--- src/rtl/systolic_array_ctrl.sv ---
// Sequencer for a ROWS x COLS weight-stationary systolic array: clear, row-wise weight load, skewed compute, drain.
// Optional SYSTOLIC_CTRL_PERF_CNT_EN adds busy-cycle and activation-bubble counters. Requires ROWS >= 2 and COLS >= 2.
module systolic_array_ctrl #(
  parameter int ROWS  = 4,
  parameter int COLS  = 4,
  parameter int CNT_W = 16
) (
  input  logic             clk,
  input  logic             reset,
  input  logic             start,
  input  logic             reuse_w,
  input  logic [CNT_W-1:0] num_vec,
  input  logic             wet_valid,
  output logic             wet_ready,
  output logic [ROWS-1:0]  weight_load_en,
  output logic             PE_clear_weight,
  input  logic             act_valid,
  output logic             act_ready,
  output logic [ROWS-1:0]  PE_mac_enable,
  output logic [COLS-1:0]  out_valid,
  output logic             busy,
  output logic             done
`ifdef SYSTOLIC_CTRL_PERF_CNT_EN
  ,
  output logic [31:0]      perf_cycles,
  output logic [31:0]      perf_bubbles
`endif
);

  typedef enum logic [2:0] {
    S_IDLE, S_CLEAR, S_LOAD_W, S_COMPUTE, S_DRAIN, S_DONE
  } state_t;

  localparam int ROW_W   = (ROWS > 1) ? $clog2(ROWS) : 1;
  localparam int DRAIN_W = $clog2(ROWS + COLS);
  localparam logic [ROW_W-1:0]   LAST_ROW  = ROW_W'(ROWS - 1);
  localparam logic [DRAIN_W-1:0] DRAIN_LEN = DRAIN_W'(ROWS + COLS - 2);

  state_t             r_state;
  logic               r_busy, r_done, r_clear, r_wet_ready, r_act_ready;
  logic [CNT_W-1:0]   r_num_vec;
  logic [CNT_W-1:0]   r_vec_cnt;
  logic [ROW_W-1:0]   r_row_idx;
  logic [DRAIN_W-1:0] r_drain_cnt;
  logic [ROWS-2:0]    r_mac_sr;
  logic [COLS-1:0]    r_out_sr;

  logic               w_wet_hs;
  logic               w_acc;
  logic               w_last_vec;
  logic [ROWS-1:0]    w_mac_en;

  assign w_wet_hs   = wet_valid & r_wet_ready;
  assign w_acc      = act_valid & r_act_ready;
  assign w_last_vec = (r_vec_cnt == (r_num_vec - CNT_W'(1)));
  // Row r sees the accepted vector r cycles after row 0.
  assign w_mac_en   = {r_mac_sr, w_acc};

  assign wet_ready       = r_wet_ready;
  assign weight_load_en  = ROWS'(w_wet_hs) << r_row_idx;
  assign PE_clear_weight = r_clear;
  assign act_ready       = r_act_ready;
  assign PE_mac_enable   = w_mac_en;
  assign out_valid       = r_out_sr;
  assign busy            = r_busy;
  assign done            = r_done;

  // NOTE: state-decoded outputs are set on the transition into the state, so they come straight from flops.
  always_ff @(posedge clk or posedge reset) begin
    if (reset) begin
      r_state     <= S_IDLE;
      r_busy      <= 1'b0;
      r_done      <= 1'b0;
      r_clear     <= 1'b0;
      r_wet_ready <= 1'b0;
      r_act_ready <= 1'b0;
      r_num_vec   <= '0;
      r_vec_cnt   <= '0;
      r_row_idx   <= '0;
      r_drain_cnt <= '0;
    end else begin
      case (r_state)
        S_IDLE: begin
          if (start) begin
            r_num_vec <= num_vec;
            r_vec_cnt <= '0;
            r_row_idx <= '0;
            r_busy    <= 1'b1;
            if (!reuse_w) begin
              r_state <= S_CLEAR;
              r_clear <= 1'b1;
            end else if (num_vec != '0) begin
              r_state     <= S_COMPUTE;
              r_act_ready <= 1'b1;
            end else begin
              r_state <= S_DONE;
              r_done  <= 1'b1;
            end
          end
        end
        S_CLEAR: begin
          r_clear     <= 1'b0;
          r_wet_ready <= 1'b1;
          r_state     <= S_LOAD_W;
        end
        S_LOAD_W: begin
          if (w_wet_hs) begin
            r_row_idx <= r_row_idx + ROW_W'(1);
            if (r_row_idx == LAST_ROW) begin
              r_wet_ready <= 1'b0;
              if (r_num_vec != '0) begin
                r_state     <= S_COMPUTE;
                r_act_ready <= 1'b1;
              end else begin
                r_state <= S_DONE;
                r_done  <= 1'b1;
              end
            end
          end
        end
        S_COMPUTE: begin
          if (w_acc) begin
            r_vec_cnt <= r_vec_cnt + CNT_W'(1);
            if (w_last_vec) begin
              r_act_ready <= 1'b0;
              r_drain_cnt <= DRAIN_LEN;
              r_state     <= S_DRAIN;
            end
          end
        end
        S_DRAIN: begin
          if (r_drain_cnt == '0) begin
            r_state <= S_DONE;
            r_done  <= 1'b1;
          end else begin
            r_drain_cnt <= r_drain_cnt - DRAIN_W'(1);
          end
        end
        S_DONE: begin
          r_done  <= 1'b0;
          r_busy  <= 1'b0;
          r_state <= S_IDLE;
        end
        default: begin
          r_state <= S_IDLE;
        end
      endcase
    end
  end

  // Column c fires ROWS+c cycles after acceptance: one hop past the last row, then one per column.
  always_ff @(posedge clk or posedge reset) begin
    if (reset) begin
      r_mac_sr <= '0;
      r_out_sr <= '0;
    end else begin
      r_mac_sr <= w_mac_en[ROWS-2:0];
      r_out_sr <= {r_out_sr[COLS-2:0], w_mac_en[ROWS-1]};
    end
  end

`ifdef SYSTOLIC_CTRL_PERF_CNT_EN
  always_ff @(posedge clk or posedge reset) begin
    if (reset) begin
      perf_cycles  <= '0;
      perf_bubbles <= '0;
    end else if (r_state == S_IDLE && start) begin
      perf_cycles  <= '0;
      perf_bubbles <= '0;
    end else begin
      if (r_busy && perf_cycles != '1)
        perf_cycles <= perf_cycles + 32'd1;
      if (r_state == S_COMPUTE && !act_valid && perf_bubbles != '1)
        perf_bubbles <= perf_bubbles + 32'd1;
    end
  end
`else
  // Performance counters are not built in this configuration.
`endif

endmodule

--- config.mk ---
export PLATFORM = sky130hd
export DESIGN_NAME = systolic_array_ctrl
export DESIGN_NICKNAME = d
export VERILOG_FILES = /design/src/rtl/systolic_array_ctrl.sv
export SDC_FILE = /design/constraint.sdc
export NUM_CORES = 1
export LEC_CHECK = 0
export CAP_MARGIN = 20
export CORE_MARGIN = 4
export CORE_UTILIZATION = 39
export DETAILED_ROUTE_END_ITERATION = 8
export PLACE_DENSITY_LB_ADDON = 0.05
export SLEW_MARGIN = 0
export SYNTH_ARGS = -nofsm -noshare
export SYNTH_HDL_FRONTEND = slang
export SYNTH_SLANG_ARGS = --single-unit
--- constraint.sdc ---
create_clock -name clk -period 2.69 [get_ports clk]
set_clock_uncertainty 0.1 [all_clocks]
set_input_delay 0.538 -clock clk [delete_from_list [all_inputs] [get_ports clk]]
set_output_delay 0.538 -clock clk [all_outputs]
set_load 0.005 [all_outputs]
# == Word-level counts from Yosys, hierarchy flattened ==
# Index checks and enable logic that the tools add are counted.
# word_totals
reg_bits,52
inputBits,22
out_inout_bits,17
word_cells,106
# classes
add_sub_neg,4
eq_ne,20
shift,1
mux,45
n_bitwise,2
n_reduce_logical,22
# op_table
cell,n
two-way mux 3 bit,12
two-way mux 16 bit,2
case mux 16 bit (2 select lines),1
nonzero test 16 bit,2
"!= test 2 bit, second input constant",13
two-way mux 1 bit,20
"adder 16 x 1 -> 16 bit, second input constant",1
equality test 16 bit,1
"subtractor 16 x 1 -> 16 bit, second input constant",1
case mux 3 bit (5 select lines),1
AND reduction 3 bit,4
nonzero test 2 bit,6
AND reduction 9 bit,1
AND reduction 8 bit,1
"equality test 3 x 2 -> 1 bit, second input constant",2
"equality test 3 bit, second input constant",2
logical NOT 3 bit,2
case mux 1 bit (2 select lines),3
case mux 3 bit (2 select lines),1
AND reduction 6 bit,1
two-way mux 2 bit,2
case mux 1 bit (4 select lines),1
case mux 2 bit (2 select lines),1
AND reduction 2 bit,2
10 further kinds,11

# == Depth between registers and ports, before layout ==
# Gate-level depths: netlist of the first run.
# depth
ltp_word,5
mapped_depth,9
ltp_nobuf,8

# == Worst setup path before layout of the first run ==
# No wires, ideal clock.
# synth_timing
kind,register to register
from,register r_num_vec[0]
to,register r_state[0]
setup_ns,0.118
arrival_ns,2.458
required_time_ns,2.472
setup_slack_ns,0.014
path_stages_with_launch,7
path_buffers,0
period_less_slack_ns,2.676
path_cell_list,dfrtp_1 > or4_1 > or4b_1 > a211oi_2 > o2111ai_1 > or4_4 > a21o_1
# synth_between
elab_chain_cells,4
# synth_lines
element,line_no,text
start: declaration,41,logic [CNT_W-1:0] r_num_vec;
start signal: assignment,85,r_num_vec <= num_vec;
subtractor 16 x 1 -> 16 bit,55,assign w_last_vec = (r_vec_cnt == (r_num_vec - CNT_W'(1)));
equality test 16 bit,55,
!= test 2 bit (no line),--,
AND reduction 6 bit (no line),--,
end signal: assignment,71,r_state <= S_IDLE;
end signal: assignment,90,r_state <= S_CLEAR;
end signal: assignment,93,r_state <= S_COMPUTE;
end: declaration,39,state_t r_state;
# No other way between the ends.
# A chain may end at the register's enable or synchronous reset.

# == Worst setup path after layout of the first run ==
# Ends and elaborated chain as after synthesis.

==> metrics.md, run 1 <==
| Metric | Value |
|---|---|
| Status | finished clean |
| Fmax achieved | around 0.38 GHz |
| WS Path Type | flop to flop |
| Grt ovf | 0 |
| RSZ-0062 raised after global routing | true |
| Hold depth | 0 |
| CP max-delay cell | or4_4 |
| Post-synth cell types | between 50 and 60 |
| Max-slew violations | 0 |
| Reg2reg end | r_state[0] |
| Multi-input gate area | between 1500 and 2000 µm² |
| GP Congestion | around 0.9 |
| H-Tree Level Count | 2 |
| Vias per inst | 5.33 |
| Ports | 39 |
| Via count | ~2,600 |
| Hold slack | 286 ps |
| Ratio of cells with drive above 1 in the final layout | between 10% and 20% |
| Clock Path Buffers | 2 |
| Fillers | 670 |
| Final worst-path cycle share | between 90% and 100% |
| # DRC | 0 |
| Worst VDD drop | roughly 0.4 mV |
| Pwr/cell area | slightly above 900 nW/µm² |
| CP dominant cell by count | or4_4 |
| Final hold violations | 0 |
| CP Max Fanout | 4 |
| Register area | roughly 1300 µm² |
| Port buffer count | 38 |
| Top_reg_cell synth | dfrtp_1 |
| Slew @ Worst Pin | 769 ps |
| Leak Pwr | about 1.7 nW |
| Detailed-placement wirelength estimate | around 5500 µm |
| ANT cells | 0 |
| DR iter-0 viols | 130 |
| Synth warn | 0 |
| Arrival time at the worst endpoint | 2760 ps |
| Fin crit period | between 2000 and 3000 ps |
| Yosys reg bits | 52 |
| Critical Path Sink Type | flop |
| CTS tree | done |
| Area after DPL | 3680 µm² |
| Post-synth ARST share | 100% |
| Number of global-route vias before repair | roughly 2,400 |
| Slowest stage delay, CP | around 530 ps |
| EDFF count, synth | 0 |
| Area of the core | approximately 7300 µm² |
| Die height | between 90 and 100 µm |
| Die W | about 95 µm |
| Detail Route Antenna Nets | 0 |
| Max-Cap Viols | 0 |
| Worst skew pair latency | approximately 310 ps |
| Pre-antenna DRT Iters | 4 |
| Worst R2R Start | r_num_vec[0] |
| Routed WL | 7280 µm |
| CTS Buf Count | 5 |
| # rows | 31 |
| First-pass GRT wire length | between 10,000 and 15,000 µm |
| Worst path required time | around 2800 ps |
| Area growth syn-to-layout | 29.1% |
| Worst Min Path Start | out_valid[1] |
| CTS clk-pin slew, worst paths | around 100 ps |
| Worst Hold End | out_valid[2] |
| All-Layer GR Usage | about 17% |
| Initial antenna violation count | 0 |
| Finished Cell Area | roughly 3900 µm² |
| Sink Count | 52 |
| Non-filler cells, final | 483 |
| Crit path max-delay family | simple AND/OR/NAND/NOR gates |
| Hold_buf cts | 0 |
| Relative max-transition margin | 48.3% |
| DP Cell Count | ~470 |
| Syn Nets | ~350 |
| CP cell instances | or4_4 -> or4b_4 -> a211oi_2 -> o2111ai_1 -> or4_4 -> a21o_1 |
| # setup viols final | 0 |
| Post-synthesis sequential area ratio | 43.6% |
| Nets | a little over 400 |
| Wire per inst | around 15 µm |
| Reg2reg path depth | 6 |
| Root Driver | clkbuf_8 |
| HP Class | flop to flop |
| Die area | roughly 9100 µm² |
| Flop-to-flop setup slack | around 47 ps |
| Syn avg cell area | 9.41 µm² |
| Largest net degree at the start of global routing | 25 |
| Synth Instances | roughly 320 |
| Nature of the critical path startpoint | flop |
| Syn Std Cell Area | just under 3000 µm² |
| Initial Utilization | 40.7% |
| Buf/Inv on CP | 0 |
[metrics by stage]
stage | setup TNS, ps | worst slack, ps | util (%) | power, mW
after floorplan | 0 | 13.9 | - | 2.27
after global placement | -50.2 | -25.3 | 50.2 | 2.89
after detailed placement | -180 | -59.2 | 50.2 | 2.90
after CTS | 0 | 5.11 | 52.1 | 3.50
after global routing | -81.6 | -55.8 | 52.6 | 3.81
final | 0 | 46.6 | 52.6 | 3.52
[flip-flops by register name, summed over array words and instances, names as in the netlist]
register and flops:
PE_clear_weight 1, act_ready 1, busy 1, done 1, out_valid 4, r_drain_cnt 3
r_mac_sr 3, r_num_vec 16, r_row_idx 2, r_state 3, r_vec_cnt 16, wet_ready 1
[cells in the mapped netlist, drive strengths merged (7+ instances only)]
library cell	number	area (µm²)
dfrtp	52	1300
nor2	26	97.6
nand2	22	82.6
o21ai	22	110
inv	20	75.1
xor2	17	149
mux2	15	169
nor3	13	65.1
nor4	13	87.6
a21oi	12	60.1
clkbuf	12	45.0
nand3	11	55.1
xnor2	9	78.8
nand4	7	43.8
[area by class of cell]
type,instances,area share (%)
well taps,99,3.22
inverters,20,1.95
clock inverters,3,1.20
repair buffers,73,16.7
flip-flops and latches,52,33.8
multi-input cells,231,41.4
clock buffers,5,1.79
[placed cells by master, fill, tap and decap left out, drive strengths merged, types with 6 or more instances in the layout]
master,netlist,layout
a21oi,12,12
buf,2,35
clkdlybuf4s50,0,38
dfrtp,52,52
ha,6,6
inv,20,21
mux2,15,15
nand2,22,22
nand3,11,11
nand4,7,7
nor2,26,26
nor3,13,13
nor4,13,13
o21ai,22,22
o31ai,6,6
xnor2,9,9
xor2,17,17
[cell families (layout without fill, tap and decap cells)]
group | Yosys count | in the layout | share of synthesized area (%)
DFF | 52 | 52 | 43.6
xor gates and xnor gates | 27 | 27 | 8.39
and+or+nand+nor | 116 | 116 | 20.5
AOI/OAI and AO/OA | 66 | 66 | 14.6
muxes | 16 | 16 | 6.00
buffers and inverters | 34 | 101 | 4.40
adders and majority gates | 6 | 6 | 2.52
[routing by layer]
layer / wire length (µm) / track usage (%)
met5: 0 / 0
met2: 3260 / 27.1
met1: 3710 / 25.3
met3: 240 / 2.76
met4: 73 / 3.91
[power by group]
group,internal (mW),leakage [nW],switching [mW]
Clock,0.281,0.0548,0.278
Sequential,1.01,0.639,0.257
Combinational,0.837,0.988,0.860
[worst max-delay path by stage]
stage / slack [ps] / from / depth (start not counted) / to
floorplan: 10 / r_num_vec[0] / 6 / r_state[0]
global placement: -30 / start / 8 / r_vec_cnt[14]
detailed placement: -60 / start / 8 / r_vec_cnt[15]
CTS: 5 / r_num_vec[0] / 8 / r_state[1]
global route: -60 / r_num_vec[3] / 7 / r_state[0]
finish: 50 / r_num_vec[0] / 6 / r_state[0]
[timing repair]
action	CTS	global route
setup endpoints to repair	2	7
gates resized for setup	4	4
setup buffers	1	1
pin swaps	5	1
Power figures use the tool's default switching activity.
==> run 2: changes to the inputs <==
REMOVE_ABC_BUFFERS = 1   (was default)
==> run 2 against run 1 <==
Net effect:
- routed wire length increased by 3.1%
- final cell count decreased by 0.21%
- register-to-register slack improved by 20 ps
- critical path depth unchanged
- clock-buffer cell count unchanged
- non-clock buffer count decreased by 1
- sequential power about the same
- die area unchanged
- utilization increased by 0.41 points
- sequential share of layout area decreased by 0.26 points
- critical path type unchanged
- critical endpoint unchanged
==> metrics.md, run 2 (synthesis results as in run 1) <==
| Metric | Value |
|---|---|
| Grt ovf | 0 (unchanged) |
| Arrival time at the worst endpoint | 2720 ps (-40 ps) |
| Non-filler cells, final | 482 (-0.21%) |
| Sink Count | 52 (unchanged) |
| GP Congestion | 0.856 (-3.7%) |
| Worst VDD drop | 0.382 mV (-4.7%) |
| Die height | 95.5 µm (unchanged) |
| CP max-delay cell | or4_4 |
| CP dominant cell by count | or4_4 |
| CP cell instances | or4_4 -> or4b_4 -> a211oi_2 -> o2111ai_2 -> or4_4 -> a21o_1 |
| Max-slew violations | 0 (unchanged) |
| DP Cell Count | 473 (unchanged) |
| Hold depth | 0 (unchanged) |
| # DRC | 0 (unchanged) |
| RSZ-0062 raised after global routing | true |
| HP Class | flop to flop |
| Clock network power share | 15.1% (-0.8 points) |
| Reg2reg path depth | 6 (unchanged) |
| Gate power share | 49.9% (+1.7 points) |
| Worst skew pair latency | 300 ps (about the same) |
| Status | finished clean |
| Switching share of power | 39.5% (-0.12 points) |
| H-Tree Level Count | 2 (unchanged) |
| Worst R2R Start | r_num_vec[0] |
| Final hold violations | 0 (unchanged) |
| Leak Pwr | 1.67 nW (-0.50%) |
| Area growth syn-to-layout | 30.1% |
| Vias per inst | 5.28 (-0.96%) |
| Slew @ Worst Pin | 771 ps (+2.10 ps) |
| Relative max-transition margin | 48.1% (-0.14 points) |
| # rows | 31 (unchanged) |
| Max-Cap Viols | 0 (unchanged) |
| Wire per inst | 15.6 µm (+3.3%) |
| Finished Cell Area | 3880 µm² (+0.78%) |
| CTS clk-pin slew, worst paths | 100 ps (about the same) |
| Area after DPL | 3700 µm² (+0.68%) |
| Root Driver | clkbuf_8 |
| Leading cell types in the layout, fill and taps excluded | 52 x dfrtp_1, 38 x clkdlybuf4s50_1, 32 x buf_4 |
| Ratio of cells with drive above 1 in the final layout | 19.1% (+0.57 points) |
| Slowest stage delay, CP | 540 ps (about the same) |
| # setup viols final | 0 (unchanged) |
| Die area | 9120 µm² (unchanged) |
| Pre-antenna DRT Iters | 4 (unchanged) |
| Ports | 39 (unchanged) |
| Fin crit period | 2620 ps (-22.9 ps) |
| Worst path required time | 2790 ps (about the same) |
| Via count | 2,544 (-1.2%) |
| Routed WL | 7500 µm (+3.1%) |
| Number of global-route vias before repair | 2,547 (+4.2%) |
| ANT cells | 0 (unchanged) |
| Pwr/cell area | 921 nW/µm² (+0.86%) |
| Seq pwr share | 34.9% (-1.0 points) |
| Psw | 1.41 mW (+1.3%) |
| CP Max Fanout | 4 (unchanged) |
| Final worst-path cycle share | 97.4% (-0.85 points) |
| Initial antenna violation count | 0 (unchanged) |
| Commonest non-fill, non-tap cell in the layout | dfrtp_1 |
| Area of the core | 7330 µm² (unchanged) |
| First-pass GRT wire length | 12,900 µm (+4.7%) |
| Crit path max-delay family | simple AND/OR/NAND/NOR gates |
| Nets | 410 (-0.24%) |
| Detailed-placement wirelength estimate | 5570 µm (+1.2%) |
| All-Layer GR Usage | 17.9% (+0.52 points) |
| Die W | 95.5 µm (unchanged) |
| Reg2reg end | r_state[0] |
| Buf/Inv on CP | 0 (unchanged) |
| Initial Utilization | 40.7% (unchanged) |
| Worst Hold End | r_mac_sr[2] |
| Worst Min Path Start | r_mac_sr[1] |
| Tot Pwr | 3.58 mW (+1.6%) |
| CTS tree | done |
| WS Path Type | flop to flop |
| Port buffer count | 38 (unchanged) |
| CTS Buf Count | 5 (unchanged) |
| Largest net degree at the start of global routing | 53 (+110%) |
| Hold slack | 280 ps (-6.49 ps) |
| Detail Route Antenna Nets | 0 (unchanged) |
| Hold_buf cts | 0 (unchanged) |
| Internal | 2.16 mW (+1.9%) |
| Fmax achieved | 0.382 GHz (+0.87%) |
| Place WS | -149 ps (-90.2 ps) |
| Clock Path Buffers | 2 (unchanged) |
| Nature of the critical path startpoint | flop |
| Critical Path Sink Type | flop |
| Crit path setup slack, layout | 69.5 ps (+22.9 ps) |
| Flop-to-flop setup slack | 70 ps (+20 ps) |
| DR iter-0 viols | 95 (-27%) |
==> run 2: worst max-delay path by stage <==
| stage | start | end | cells past startpoint |
|---|---|---|---|
| detailed placement | start | r_vec_cnt[14] | 8 |
| floorplan | r_num_vec[0] | r_state[0] | 6 |
| global route | r_num_vec[0] | r_state[2] | 9 |
| global placement | start | r_vec_cnt[15] | 8 |
| finish | r_num_vec[0] | r_state[0] | 6 |
| CTS | r_num_vec[0] | r_state[0] | 6 |
==> run 2: timing repair <==
item | CTS | global route
buffers inserted | 0 | 1
pin swaps | 5 | 2
setup endpoints to repair | 2 | 7
resized for setup | 5 | 7
==> run 2: area by class of cell <==
type,count,area [µm²]
multi-input combinational,231,1610
sequential,52,1300
tap,99,124
fill,686,3450
clock buffer,5,68.8
clock inverter,3,42.5
inverter,20,75.1
timing repair buffer,72,661
==> run 2: power by group through the flow <==
stage	sequential, mW	combinational, mW	clock [mW]
floorplan	1.29	0.945	0
global placement	1.26	1.68	0
detailed placement	1.26	1.69	0
CTS	1.25	1.73	0.560
global route	1.29	1.98	0.592
finish	1.25	1.79	0.540
==> run 2: metrics by stage <==
| step | utilization, % | TNS, ps |
|---|---|---|
| global route | 53.0 | 0 |
| finish | 53.0 | 0 |
| global placement | 50.5 | -528 |
| CTS | 52.3 | -0.112 |
| floorplan | - | 0 |
| detailed placement | 50.5 | -623 |
==> run 2: layer usage <==
metal / wire length [µm] / track usage, %
met5: 0 / 0
met4: 73 / 3.55
met3: 275 / 3.00
met2: 3310 / 26.9
met1: 3840 / 27.0
